**src/rtl/nibble_cpu_core_p.sv**
```systemverilog
// Accumulator CPU core: two-word fetch/op cycle over a narrow memory bus, A/B registers,
// carry flag, loads/stores and 8-bit-target jumps with a self-incrementing program counter.
module nibble_cpu_core_p #(
    parameter int DATA_W = 4,
    parameter int PC_W   = 6
) (
    input  logic              clk,
    input  logic              rst_p,
    input  logic [DATA_W-1:0] data_in,
    output logic [PC_W-1:0]   addr_out,
    output logic [DATA_W-1:0] data_out,
    output logic              wr,
    output logic              sync,
    output logic              carry
);

    localparam int SH_W = (DATA_W > 1) ? $clog2(DATA_W) : 1;

    localparam logic [3:0] OP_NOP = 4'h0;
    localparam logic [3:0] OP_AND = 4'h1;
    localparam logic [3:0] OP_OR  = 4'h2;
    localparam logic [3:0] OP_XOR = 4'h3;
    localparam logic [3:0] OP_SLL = 4'h4;
    localparam logic [3:0] OP_SRL = 4'h5;
    localparam logic [3:0] OP_SRA = 4'h6;
    localparam logic [3:0] OP_ADD = 4'h7;
    localparam logic [3:0] OP_SUB = 4'h8;
    localparam logic [3:0] OP_JC  = 4'h9;
    localparam logic [3:0] OP_JNE = 4'hA;
    localparam logic [3:0] OP_JMP = 4'hB;
    localparam logic [3:0] OP_LDA = 4'hC;
    localparam logic [3:0] OP_LDB = 4'hD;
    localparam logic [3:0] OP_STA = 4'hE;
    localparam logic [3:0] OP_STB = 4'hF;

    typedef enum logic [1:0] {
        ST_FETCH = 2'd0,
        ST_OP    = 2'd1,
        ST_OPND1 = 2'd2,
        ST_OPND2 = 2'd3
    } state_t;

    state_t            state_q, state_d;
    logic [PC_W-1:0]   pc_q, pc_d;
    logic [DATA_W-1:0] a_q, a_d;
    logic [DATA_W-1:0] b_q, b_d;
    logic [DATA_W-1:0] tmp_q, tmp_d;
    logic              carry_q, carry_d;
    logic [3:0]        op_q, op_d;

    logic [3:0]        opcode;
    logic [SH_W-1:0]   shamt;
    logic [DATA_W:0]   sum;
    logic [PC_W-1:0]   pc_inc;
    logic [PC_W-1:0]   target;
    logic              taken;
    logic              is_store;

    assign opcode = data_in[3:0];
    assign shamt  = b_q[SH_W-1:0];
    assign sum    = {1'b0, a_q} + {1'b0, b_q};
    assign pc_inc = pc_q + PC_W'(1);
    // Target bits above PC_W are simply dropped.
    assign target = PC_W'({tmp_q, data_in});

    always_comb begin
        taken = 1'b0;
        case (op_q)
            OP_JC:   taken = carry_q;
            OP_JNE:  taken = (a_q != b_q);
            OP_JMP:  taken = 1'b1;
            default: taken = 1'b0;
        endcase
    end

    always_comb begin
        state_d = state_q;
        pc_d    = pc_q;
        a_d     = a_q;
        b_d     = b_q;
        tmp_d   = tmp_q;
        carry_d = carry_q;
        op_d    = op_q;

        case (state_q)
            ST_FETCH: begin
                pc_d    = pc_inc;
                state_d = ST_OP;
            end
            ST_OP: begin
                pc_d    = pc_inc;
                op_d    = opcode;
                state_d = (opcode >= OP_JC) ? ST_OPND1 : ST_FETCH;
                // ALU results land on this edge, so ALU instructions take two cycles.
                case (opcode)
                    OP_AND: a_d = a_q & b_q;
                    OP_OR:  a_d = a_q | b_q;
                    OP_XOR: a_d = a_q ^ b_q;
                    OP_SLL: a_d = a_q << shamt;
                    OP_SRL: a_d = a_q >> shamt;
                    OP_SRA: a_d = $unsigned($signed(a_q) >>> shamt);
                    OP_ADD: {carry_d, a_d} = sum;
                    OP_SUB: begin
                        a_d     = a_q - b_q;
                        carry_d = (a_q < b_q);
                    end
                    default: a_d = a_q;
                endcase
            end
            ST_OPND1: begin
                pc_d    = pc_inc;
                state_d = ST_FETCH;
                case (op_q)
                    OP_LDA: a_d = data_in;
                    OP_LDB: b_d = data_in;
                    OP_JC, OP_JNE, OP_JMP: begin
                        tmp_d   = data_in;
                        state_d = ST_OPND2;
                    end
                    default: tmp_d = tmp_q;
                endcase
            end
            ST_OPND2: begin
                pc_d    = taken ? target : pc_inc;
                state_d = ST_FETCH;
            end
            default: state_d = ST_FETCH;
        endcase
    end

    always_ff @(posedge clk or posedge rst_p) begin
        if (rst_p) begin
            state_q <= ST_FETCH;
            pc_q    <= '0;
            a_q     <= '0;
            b_q     <= '0;
            tmp_q   <= '0;
            carry_q <= 1'b0;
            op_q    <= OP_NOP;
        end else begin
            state_q <= state_d;
            pc_q    <= pc_d;
            a_q     <= a_d;
            b_q     <= b_d;
            tmp_q   <= tmp_d;
            carry_q <= carry_d;
            op_q    <= op_d;
        end
    end

    // Store data goes out on the operand slot's address; the operand word is overwritten.
    assign is_store = (state_q == ST_OPND1) && ((op_q == OP_STA) || (op_q == OP_STB));
    assign wr       = is_store;
    assign data_out = !is_store ? '0 : ((op_q == OP_STA) ? a_q : b_q);
    assign addr_out = pc_q;
    assign sync     = (state_q == ST_FETCH);
    assign carry    = carry_q;

endmodule
```
**config.mk**
```make
export PLATFORM = sky130hd
export DESIGN_NAME = nibble_cpu_core_p
export DESIGN_NICKNAME = d
export VERILOG_FILES = /design/src/rtl/nibble_cpu_core_p.sv
export SDC_FILE = /design/constraint.sdc
export NUM_CORES = 1
export LEC_CHECK = 0
export BUFFER_PORTS_ARGS = -buffer_cell sky130_fd_sc_hd__buf_2
export CAP_MARGIN = 20
export CORE_MARGIN = 3
export CORE_UTILIZATION = 35
export DETAILED_ROUTE_END_ITERATION = 10
export PLACE_DENSITY = 0.51
export SLEW_MARGIN = 5
export SYNTH_ARGS = -nofsm -noshare
export SYNTH_HDL_FRONTEND = slang
export SYNTH_SLANG_ARGS = --single-unit
```
**constraint.sdc**
```tcl
create_clock -name clk -period 3.1 [get_ports clk]
set_input_delay 0.31 -clock clk [delete_from_list [all_inputs] [get_ports clk]]
set_output_delay 0.31 -clock clk [all_outputs]
set_load 0.01 [all_outputs]
```
-- Yosys cells after proc, flatten, opt, wreduce, memory -nomap -nowiden
Index checks and enable logic that the tools add are counted.
- output and inout bits: 13
- memories: 0
- memory bits (read-only): 0
- logic and storage cells: 62
- bits in registers: 23
- memory bits (writable): 0
- bits of input ports: 6
- latch bits: 0
- reduce and logical (&&, ||, !) cells: 11
- bitwise operators: 3
- add/subtract/negate cells: 3
- order comparisons: 2
- shift operators: 3
- equality and inequality tests: 21
- multiplexer cells: 12
- $mul: 0
- divide/modulo/power cells: 0
- operators with widths (cell ; count):
    4-bit equality test (second input constant) ; 8
    4-bit case mux with 8 select lines ; 1
    4-bit by 3-bit equality test with 1-bit output (second input constant) ; 4
    4-bit 2-to-1 mux ; 3
    6-bit case mux with 2 select lines ; 1
    9-bit != test (second input constant) ; 1
    4-bit by 2-bit equality test with 1-bit output (second input constant) ; 2
    2-bit case mux with 4 select lines ; 1
    4-bit case mux with 2 select lines ; 1
    6-bit by 1-bit adder with 6-bit output (second input constant) ; 1
    6-bit 2-to-1 mux ; 1
    2-bit AND reduction ; 3
    3-bit OR reduction ; 2
    4-bit by 4-bit adder with 5-bit output ; 1
    4-bit AND ; 1
    2-bit equality test (second input constant) ; 2
    4-bit by 1-bit equality test with 1-bit output (second input constant) ; 1
    4-bit >= comparator (second input constant) ; 1
    4-bit < comparator ; 1
    2-bit 2-to-1 mux ; 2
    4-bit != test ; 1
    4-bit OR ; 1
    2-bit nonzero test ; 2
    4-bit by 2-bit << shifter with 4-bit output ; 1
    other kinds (12) ; 12

-- Longest topological paths before layout
- depth after elaboration: 4
- depth in mapped cells: 8
- depth with buffers taken out: 8

-- Worst setup path before layout
Ideal clock, no wire load.
- path kind: reg2reg
- start point: register b_q[1]
- end point: register pc_q[1], in the netlist addr_out[1]
- stages on the path, launching flop included: 7
- buffers on the path: 1
- setup slack: 0.748 ns
- setup time: 0.128 ns
- required time: 2.972 ns
- arrival: 2.224 ns
- clock period less this slack: 2.352 ns
- cell sequence: dfrtp_1 clkbuf_1 inv_1 ha_1 or4_1 o21ai_4 mux2_1
- longest elaborated chain between the ends: 4
- ends and longest elaborated chain (what ; RTL line ; source):
    from (decl) ; 46 ; logic [DATA_W-1:0] b_q, b_d;
    from (signal assigned) ; 136 ; b_q <= '0;
    from (signal assigned) ; 144 ; b_q <= b_d;
    4-bit != test ; 70 ; OP_JNE: taken = (a_q != b_q);
    1-bit case mux with 3 select lines ; 68 ; case (op_q)
    6-bit 2-to-1 mux ; 124 ; pc_d = taken ? target : pc_inc;
    6-bit case mux with 2 select lines ; 85 ; case (state_q)
    net pc_d[1] ; 44 ; logic [PC_W-1:0] pc_q, pc_d;
    to (signal assigned) ; 142 ; pc_q <= pc_d;
    to (decl) ; 44 ;
The timed path passes the listed nets, and every way through them passes these cells.
A chain may end at the register's enable or synchronous reset.

-- Final worst setup path
- start point: register b_q[1]
- end point: register pc_q[3], in the netlist addr_out[3]
Same word-level chain as after synthesis.

==> run metrics <==
status completed; # setup viols final 0; WHS 0.225 ns; Synth Register Bits 23; Area after DPL ~2100 µm²; Switching Power 0.846 mW; Final min period 2.46 ns; first-pass GRT wire length 8090 µm; Worst Tran Pin Value 0.912 ns; Top Metal Used met4; critical path class register to register; DIE WIDTH between 80 and 90 µm; CTS Sinks 23; count of cell types in the netlist 56; Final HPWL DP 3610 µm; diode count 0; commonest non-fill, non-tap cell in the layout dfrtp_1; Sequential Power Share roughly a third; critical path endpoint category register; crit path DAT about 2.6 ns; crit-path max FO 15; Final ANT Viol Nets 0; most common flop cell mapped by yosys dfrtp_1; setup bufs post-CTS 0; most frequent cells in the layout 23 x dfrtp_1, 20 x nor2_1, 18 x buf_2; P&R area growth vs syn 9.25%; Residual DRC 0; Net Sw Frac 45.5%; GP Congestion 0.836; CTS Buf Count 3; post-route design area about 2100 µm²; initial antenna violation count 0; fin nets 251; asr flop ratio synth 100%; vias in the first global route 1555; sequential fraction of the synthesis area between 20 and 30%; grt ovf 0; Vias 1661; RSZ-0062 raised after global routing false; WL met2 2180 µm; DRT Pass-1 Iters 4; R2R setup slack 0.64 ns; Logic pwr share 54.7%; Resized cells post-CTS 0; WP data required 3.25 ns; hold buffer count at cts 0; Vert. Die Dim 80.6 µm; mapped cell area roughly 2000 µm²; Int Pwr 1.01 mW; final hold violations 0; Slew Viols, Final 0; Peak VDD IR 0.249 mV; total wire length approximately 5000 µm; synthesis warning total 0; clk_lat worst skew 0.27 ns; fillers roughly 540; number of H-tree levels 1; wire per inst 16.8 µm; P per Cell Area 874 nW/µm²; CP max stage cell dfrtp_1; final period utilization 79.3%; area occupied by multi-input gates 1250 µm²; setup TNS 0 ns; crit-path leading delay family flip-flops; WL met1 2280 µm; CP Buf/Inv Count 1; Vias/cell 5.57; worst stage delay on the critical path 0.68 ns; clock power share 10.4%; Port Buf Inserts 18; Setup crit start kind register; Clock Path Buffers 2; Reg clk slew, reported paths 0.09 ns; hold crit path type primary input to asynchronous set/reset pin; total power 1.86 mW; DRT iter0 DRCs 280; met3 wire length roughly 370 µm; core area 5240 µm²; Layout Skew 0.00738 ns; reg-to-reg endpoint addr_out[3]; syn avg cell area ~9 µm²; worst r2r path cells 5; Max-slew headroom roughly two fifths; Root Buffer clkbuf_8; Tot GR Track Use 16.5%; static leakage power 0.911 nW; Initial Util 37.2%; f_max 407 MHz; register area between 500 and 600 µm²; CTS tree done; io pins 19; Post-synth EDFFs 0; max_cap viols 0; R2R Path Start b_q[1]; die area 6500 µm²; largest net degree at the start of global routing 25; Cell Chain, Critical Path inv_1 -> ha_1 -> or4_1 -> o21ai_4 -> mux2_1; share of cells above drive strength 1 17.1%; cells after synthesis roughly 220; Synthesized Nets 237; Final Core Density 40.6%; num rows 26
## area by class of cell
cell class	instances	area share, %
flip-flops and latches	23	27.0
multi-input cells	165	59.0
well taps	70	4.12
inverters	16	2.82
clock buffers	4	2.12
repair buffers	20	4.94
## metrics by stage
| step | cells | setup WS, ns |
|---|---|---|
| after global placement | 294 | 0.706 |
| final | 298 | 0.642 |
| after detailed placement | 294 | 0.668 |
| after global routing | 298 | 0.508 |
| after floorplan | 215 | 0.748 |
| after CTS | 298 | 0.638 |
## state kept, by name (all words and copies together) (netlist names)
signal    count
carry         1
b_q           4
addr_out      6
op_q          4
a_q           4
tmp_q         2
state_q       2
## cells in the mapped netlist, drive strengths merged (2+ instances only)
cell | instances | area (µm²)
nor2b | 7 | 51.3
a21oi | 15 | 78.8
mux2 | 8 | 90.1
nor2 | 21 | 81.3
o2111ai | 2 | 17.5
nand4b | 3 | 26.3
inv | 16 | 60.1
o21bai | 2 | 15.0
a221o | 2 | 20.0
nand3 | 4 | 20.0
mux4 | 2 | 45.0
fa | 2 | 40.0
o211ai | 4 | 35.0
xor2 | 2 | 17.5
a31oi | 3 | 18.8
xnor2 | 6 | 52.6
nor3 | 3 | 26.3
nand4 | 2 | 12.5
nor3b | 2 | 15.0
or4 | 2 | 15.0
clkbuf | 3 | 11.3
o21ai | 14 | 81.3
ha | 14 | 175
o22ai | 3 | 18.8
and3 | 2 | 12.5
mux2i | 5 | 50.1
dfrtp | 23 | 576
nand2 | 12 | 45.0
or4b | 2 | 23.8
a22o | 2 | 17.5
o32ai | 3 | 26.3
nand2b | 4 | 25.0
a2111oi | 2 | 23.8
buf | 8 | 46.3
## how the worst max path moves through the flow
stage          startpoint          end  slack [ns]  cells past startpoint
4_1_cts            b_q[1]  addr_out[3]        0.64                      5
3_3_place_gp       b_q[1]  addr_out[2]        0.71                      5
6_report           b_q[1]  addr_out[3]        0.64                      5
2_1_floorplan      b_q[1]  addr_out[1]        0.75                      6
3_5_place_dp       b_q[1]  addr_out[3]        0.67                      5
5_1_grt            b_q[1]       a_q[3]        0.51                      7
## per-layer routing
metal / track usage (%) / up-vias
met2: 24.2 / 75
li1: - / 804
met3: 3.36 / 14
met4: 6.42 / 0
met5: 0 / -
met1: 23.6 / 768
## power by group through the flow
stage | sequential [mW] | combinational [mW] | clock, mW
final | 0.647 | 1.02 | 0.194
after global routing | 0.672 | 1.15 | 0.216
after CTS | 0.643 | 1.02 | 0.200
after detailed placement | 0.648 | 1.01 | 0
after global placement | 0.644 | 1.03 | 0
after floorplan | 0.606 | 0.788 | 0
## cell families (layout without fill, tap and decap cells)
kind of cell | after synthesis | in the layout | synth area share (%)
DFF | 23 | 23 | 29.5
buffers and inverters | 27 | 40 | 6.04
adders and majority gates | 16 | 16 | 11.0
and+or+nand+nor | 68 | 68 | 19.6
xor gates and xnor gates | 8 | 8 | 3.60
muxes | 15 | 15 | 9.51
AOI/OAI and AO/OA | 58 | 58 | 20.7
(Power assumes the default switching activity.)
